$ cat src/rtl/vote_session_ctrl_pkg.sv
// Shared encodings and constants for the five-member voting session controller.
// Voter bit positions are fixed: s2, s1, s0, teacher, principal from MSB to LSB.
package vote_session_ctrl_pkg;

   typedef enum logic [1:0] {
      IDLE  = 2'd0,
      OPEN  = 2'd1,
      TALLY = 2'd2,
      DONE  = 2'd3
   } state_e;

   localparam int N_VOTERS = 5;

   localparam logic [2:0] V_S2 = 3'd4;
   localparam logic [2:0] V_S1 = 3'd3;
   localparam logic [2:0] V_S0 = 3'd2;
   localparam logic [2:0] V_T  = 3'd1;
   localparam logic [2:0] V_P  = 3'd0;

   localparam int TIMEOUT_DEF = 16;

   localparam logic [N_VOTERS-1:0] ALL_VOTED = 5'b11111;

endpackage

$ cat src/rtl/maj.sv
// Three-input majority gate.
module maj (
   input  logic a_i,
   input  logic b_i,
   input  logic c_i,
   output logic y_o
);

   assign y_o = (a_i & b_i) | (a_i & c_i) | (b_i & c_i);

endmodule

$ cat src/rtl/vote_session_ctrl_rr_arb5.sv
// Combinational 5-way round-robin arbiter. The search starts at ptr and walks
// downward, wrapping from 0 back to 4; the first requesting index wins.
module rr_arb5 (
   input  logic [4:0] req_i,
   input  logic [2:0] ptr_i,
   output logic [4:0] gnt_o,
   output logic [2:0] gnt_idx_o,
   output logic       any_o
);

   always_comb begin
      logic [2:0] cand;
      cand      = '0;
      gnt_o     = '0;
      gnt_idx_o = '0;
      any_o     = 1'b0;
      for (int k = 0; k < 5; k++) begin
         // Descending distance k from ptr, modulo 5.
         cand = (ptr_i >= 3'(k)) ? (ptr_i - 3'(k)) : (ptr_i + 3'(5 - k));
         if (!any_o && req_i[cand]) begin
            any_o       = 1'b1;
            gnt_idx_o   = cand;
            gnt_o[cand] = 1'b1;
         end
      end
   end

endmodule

$ cat src/rtl/vote_session_ctrl.sv
// Voting session sequencer: collects one ballot per committee member, closes on
// full participation or timeout, and reports maj(maj(s2,s1,s0), t, p).
module vote_session_ctrl
   import vote_session_ctrl_pkg::*;
#(
   parameter int TIMEOUT = TIMEOUT_DEF,
   parameter int TW      = 5
) (
   input  logic       clk,
   input  logic       rst,
   input  logic       start_i,
   input  logic [4:0] vote_req_i,
   input  logic [4:0] vote_val_i,
   output logic [4:0] vote_ack_o,
   output logic [4:0] voted_o,
   output logic       busy_o,
   output logic       done_o,
   output logic       result_o,
   output logic       timed_out_o
);

   state_e          state_q, state_d;
   logic [2:0]      ptr_q, ptr_d;
   logic [TW-1:0]   timer_q, timer_d;
   logic [4:0]      voted_q, voted_d;
   logic [4:0]      ballot_q, ballot_d;
   logic [4:0]      ack_q, ack_d;
   logic            result_q, result_d;
   logic            timed_out_q, timed_out_d;

   logic [4:0]      arb_gnt;
   logic [2:0]      arb_idx;
   logic            arb_any;
   logic            student_maj;
   logic            tally_res;
   logic            timer_expired;

   // Already-voted members are masked so a held request is never acked twice.
   rr_arb5 u_arb (
      .req_i     (vote_req_i & ~voted_q),
      .ptr_i     (ptr_q),
      .gnt_o     (arb_gnt),
      .gnt_idx_o (arb_idx),
      .any_o     (arb_any)
   );

   maj u_maj_students (
      .a_i (ballot_q[V_S2]),
      .b_i (ballot_q[V_S1]),
      .c_i (ballot_q[V_S0]),
      .y_o (student_maj)
   );

   maj u_maj_final (
      .a_i (student_maj),
      .b_i (ballot_q[V_T]),
      .c_i (ballot_q[V_P]),
      .y_o (tally_res)
   );

   assign timer_expired = (timer_q == TW'(TIMEOUT - 1));

   always_comb begin
      state_d     = state_q;
      ptr_d       = ptr_q;
      timer_d     = timer_q;
      voted_d     = voted_q;
      ballot_d    = ballot_q;
      ack_d       = '0;
      result_d    = result_q;
      timed_out_d = timed_out_q;

      case (state_q)
         IDLE: begin
            if (start_i) begin
               state_d     = OPEN;
               voted_d     = '0;
               ballot_d    = '0;
               timer_d     = '0;
               result_d    = 1'b0;
               timed_out_d = 1'b0;
               ptr_d       = V_S2;
            end
         end
         OPEN: begin
            timer_d = timer_q + 1'b1;
            if (arb_any) begin
               ballot_d = (ballot_q & ~arb_gnt) | (vote_val_i & arb_gnt);
               voted_d  = voted_q | arb_gnt;
               ack_d    = arb_gnt;
               ptr_d    = (arb_idx == 3'd0) ? V_S2 : (arb_idx - 3'd1);
            end
            // A grant landing on the timeout edge still counts toward completion.
            if ((voted_d == ALL_VOTED) || timer_expired) begin
               state_d     = TALLY;
               timed_out_d = timer_expired && (voted_d != ALL_VOTED);
            end
         end
         TALLY: begin
            result_d = tally_res;
            state_d  = DONE;
         end
         DONE: begin
            state_d = IDLE;
         end
         default: begin
            state_d = IDLE;
         end
      endcase
   end

   always_ff @(posedge clk or posedge rst) begin
      if (rst) begin
         state_q     <= IDLE;
         ptr_q       <= V_S2;
         timer_q     <= '0;
         voted_q     <= '0;
         ballot_q    <= '0;
         ack_q       <= '0;
         result_q    <= 1'b0;
         timed_out_q <= 1'b0;
      end else begin
         state_q     <= state_d;
         ptr_q       <= ptr_d;
         timer_q     <= timer_d;
         voted_q     <= voted_d;
         ballot_q    <= ballot_d;
         ack_q       <= ack_d;
         result_q    <= result_d;
         timed_out_q <= timed_out_d;
      end
   end

   assign vote_ack_o  = ack_q;
   assign voted_o     = voted_q;
   assign busy_o      = (state_q == OPEN) || (state_q == TALLY);
   assign done_o      = (state_q == DONE);
   assign result_o    = result_q;
   assign timed_out_o = timed_out_q;

endmodule
$ cat config.mk
export PLATFORM = sky130hd
export DESIGN_NAME = vote_session_ctrl
export DESIGN_NICKNAME = d
export VERILOG_FILES = /design/src/rtl/vote_session_ctrl_pkg.sv /design/src/rtl/maj.sv /design/src/rtl/vote_session_ctrl_rr_arb5.sv /design/src/rtl/vote_session_ctrl.sv
export SDC_FILE = /design/constraint.sdc
export NUM_CORES = 1
export LEC_CHECK = 0
export BUFFER_PORTS_ARGS = -buffer_cell sky130_fd_sc_hd__buf_2
export CAP_MARGIN = 5
export CORE_MARGIN = 5
export CORE_UTILIZATION = 54
export DETAILED_ROUTE_END_ITERATION = 7
export GPL_ROUTABILITY_DRIVEN = 0
export HOLD_SLACK_MARGIN = 0.06
export PLACE_DENSITY = 0.81
export SLEW_MARGIN = 10
export SYNTH_ARGS = -nofsm -noshare
export SYNTH_HDL_FRONTEND = slang
export SYNTH_SLANG_ARGS = --single-unit
$ cat constraint.sdc
create_clock -name clk -period 3.7 [get_ports clk]
set_input_delay 0.37 -clock clk [delete_from_list [all_inputs] [get_ports clk]]
set_output_delay 0.37 -clock clk [all_outputs]
set_load 0.02 [all_outputs]
==> qor.yml <==
run_status:
  status: "complete, no violations"
logic_synthesis:
  synth_top_area_share_pct: 24.2
  synth-async-reset-ratio_pct: 100
  synth_seq_cells: 27
  yosysMostFrequentCell: "nor2_1"
  synthTopCellsByCount: "nor2_1 (37), dfrtp_1 (26), a21oi_1 (18), nand2_1 (17), ha_1 (16)"
  synth.area.top_cells: "dfrtp_1 (24%), ha_1 (7.4%), nor2_1 (5.2%)"
  synth.distinct_cells: 75
  syn_avg_cell_area_um2: 8.45
  ys_seq_area_share_pct: 25.2
  synth_edf_count: 0
  synthFlopType: "dfrtp_1"
  synth_top_cell_by_area: "dfrtp_1"
  synth_cells: 318
  syn-num-nets: 347
  yosysWarnings: 0
  netlist_area_um2: 2690
sta:
  hold_viol: 0
  fin_crit_sh_pct: 98.4
  finalMaxSlewViolations: 0
  finalWorstSetupSlack_ps: 60.6
  worst_pin_slew_ps: 986
  finalCriticalPeriod_ps: 3640
  max_slew_margin_pct: 34.2
  finalSetupViolCount: 0
  finClkSkew_ps: 1.76
  fin_tns_setup_ps: 0
  fmax_ghz: 0.275
clock_network:
  clk_pin_slew_ps: 90
  cts_buffers: 3
  cts_buffer_depth: 2
  htree_levels: 1
  holdBufCountCts: 0
  cts_root_buf: "clkbuf_8"
  cts_tree: "done"
  cts.sinks: 27
  insertion_delay_ps: 260
setup_path:
  critical_path_required_ps: 3890
  critPathMaxStageDelay_ps: 550
  critPathMaxFanout: 6
  crit_family: "compound AO/OA/AOI/OAI gates"
  path_cells: "inv_2, ha_1, nor2b_2, or4_1, a21oi_2, a211oi_4, buf_4, o32ai_1, a221oi_1, o211a_1, o22ai_1, nor2_1, ha_1, o211ai_1"
  arrival_ps: 3830
  crit_buf_inv: 2
  end_kind: "flip-flop"
  cp_common_cell: "ha_1"
  cpMaxStageDelayCell: "dfstp_2"
  worstSetupPathType: "reg2reg"
  crit_path_start_kind: "flip-flop"
routing:
  antenna_left: 0
  wire_per_inst_um: 18.9
  dr.pass1.iters: 5
  drt-total-wl_um: 8200
  drc: 0
  vias_per_cell: 6.60
  dr_total_vias: 2863
  drt_iter0_drc: 545
floorplanning:
  die-area_um2: 6490
  die_h_um: 80.5
  start_util_pct: 56.2
  core_um2: 4790
  die_w_um: 80.5
  num_rows: 25
  ios: 27
power_and_ir_drop:
  ir_drop_mv: 0.510
  p_leak_nw: 1.41
  powerDensity_nw_per_um2: 1050
  p_total_mw: 3.43
placed_design:
  dp_hpwl_um: 5870
  dp_cells: 426
  portBuffers: 26
  place_ws_ps: -20.0
grt:
  grt.total_usage_pct: 24.2
  overflow: 0
  grt_pass1_vias: 2649
  grt_max_degree: 28
  antenna_found_initial: 0
  grt_pass1_wl_um: 12500
cells_and_area:
  diodes: 0
  area_delta_synth_final_pct: 21.5
  final_util_pct: 68.2
  nFillCells: 364
  nNetsFinal: 397
  fin_cells: 434
  drive_gt1_share_pct: 28.6
hold_path:
  hold_class: "in2async"
job:
  maxCapViolations: 0
[worst register-to-register path, stage by stage (launching register included)]
cell and delay (ps):
dfstp_2 550, inv_2 70, ha_1 220, nor2b_2 190, or4_1 530, a21oi_2 300, a211oi_4 90, buf_4 190
o32ai_1 290, a221oi_1 160, o211a_1 230, o22ai_1 190, nor2_1 70, ha_1 290, o211ai_1 180
[routing by layer]
metal	up-vias	global-route usage [%]	part of all wire, %
met5	-	0	0
met2	187	39.8	48
met3	43	2.69	7.3
met1	1346	32.1	41
li1	1287	-	-
met4	0	9.80	4.0
[cell usage in the layout (no fill, tap or decap), types with 3 or more instances in the layout]
master / n
nand3_1: 8
nor3_1: 8
nor2b_1: 14
nor2_1: 36
nand2_1: 17
clkbuf_8: 3
dfrtp_1: 26
a21oi_1: 14
o31ai_1: 6
a31oi_1: 3
ha_1: 14
o21ai_1: 5
mux2i_1: 10
inv_2: 3
o22ai_1: 4
nand2b_1: 10
a221oi_1: 3
buf_4: 29
buf_2: 26
o21ai_2: 3
o21a_1: 6
inv_1: 13
or3_1: 3
xnor2_1: 3
or2_2: 4
and3_1: 4
o21ai_0: 7
o211ai_1: 6
a21oi_2: 3
[what timing repair did]
| item | 4_1_cts | 5_1_grt |
|---|---|---|
| pin swaps | 1 | 10 |
| buffers inserted | 0 | 4 |
| endpoints found under the setup margin | 1 | 7 |
| resized for setup | 2 | 24 |
[flip-flops by register name, indices dropped and copies added, names as in the netlist]
register     cells
ballot_q         5
timer_q          5
vote_ack_o       5
voted_o          5
ptr_q            3
state_q          2
result_o         1
timed_out_o      1
[power by group]
| part | leakage [nW] | switching (mW) | internal [mW] |
|---|---|---|---|
| Clock | 0.0228 | 0.0837 | 0.0769 |
| Combinational | 1.03 | 1.65 | 1.14 |
| Sequential | 0.358 | 0.0784 | 0.395 |
| Total | 1.41 | 1.81 | 1.62 |
[metrics by stage]
stage / hold slack, ps / area [µm²]
global placement: 475 / 3070
global route: 330 / 3260
floorplan: 422 / 2710
detailed placement: 488 / 3070
CTS: 329 / 3120
finish: 322 / 3260
[layout make-up]
| type | instances | area, µm² | share of cell area (%) |
|---|---|---|---|
| multi-input cells | 263 | 2020 | 61.9 |
| flip-flops and latches | 27 | 677 | 20.7 |
| repair buffers | 57 | 379 | 11.6 |
| well taps | 67 | 83.8 | 2.57 |
| inverters | 16 | 60.1 | 1.84 |
| clock buffers | 4 | 45.0 | 1.38 |
[path summary, 6_finish.rpt]
path                       cells after the start  slack, ps            startpoint                       to
setup / recovery                              14         60  ptr_q[2]$_DFFE_PP1P_     ptr_q[2]$_DFFE_PP1P_
hold / removal                                 2        320                   rst  ballot_q[3]$_DFFE_PP0P_
min in group clk                               3        340         vote_val_i[4]  ballot_q[4]$_DFFE_PP0P_
max in group asynchronous                      2       2780                   rst   state_q[0]$_DFFE_PP0P_
setup reg to reg                              14         60  ptr_q[2]$_DFFE_PP1P_     ptr_q[2]$_DFFE_PP1P_
hold reg to reg                                1        510  result_o$_DFFE_PP0P_     result_o$_DFFE_PP0P_
[cell families after synthesis]
logic type,share of synthesized area (%)
and+or+nand+nor,25.7
AOI/OAI and AO/OA,28.4
buffers and inverters,4.93
DFF,25.2
adders and majority gates,8.19
muxes,5.96
xor gates and xnor gates,1.63
(Power assumes the default switching activity.)
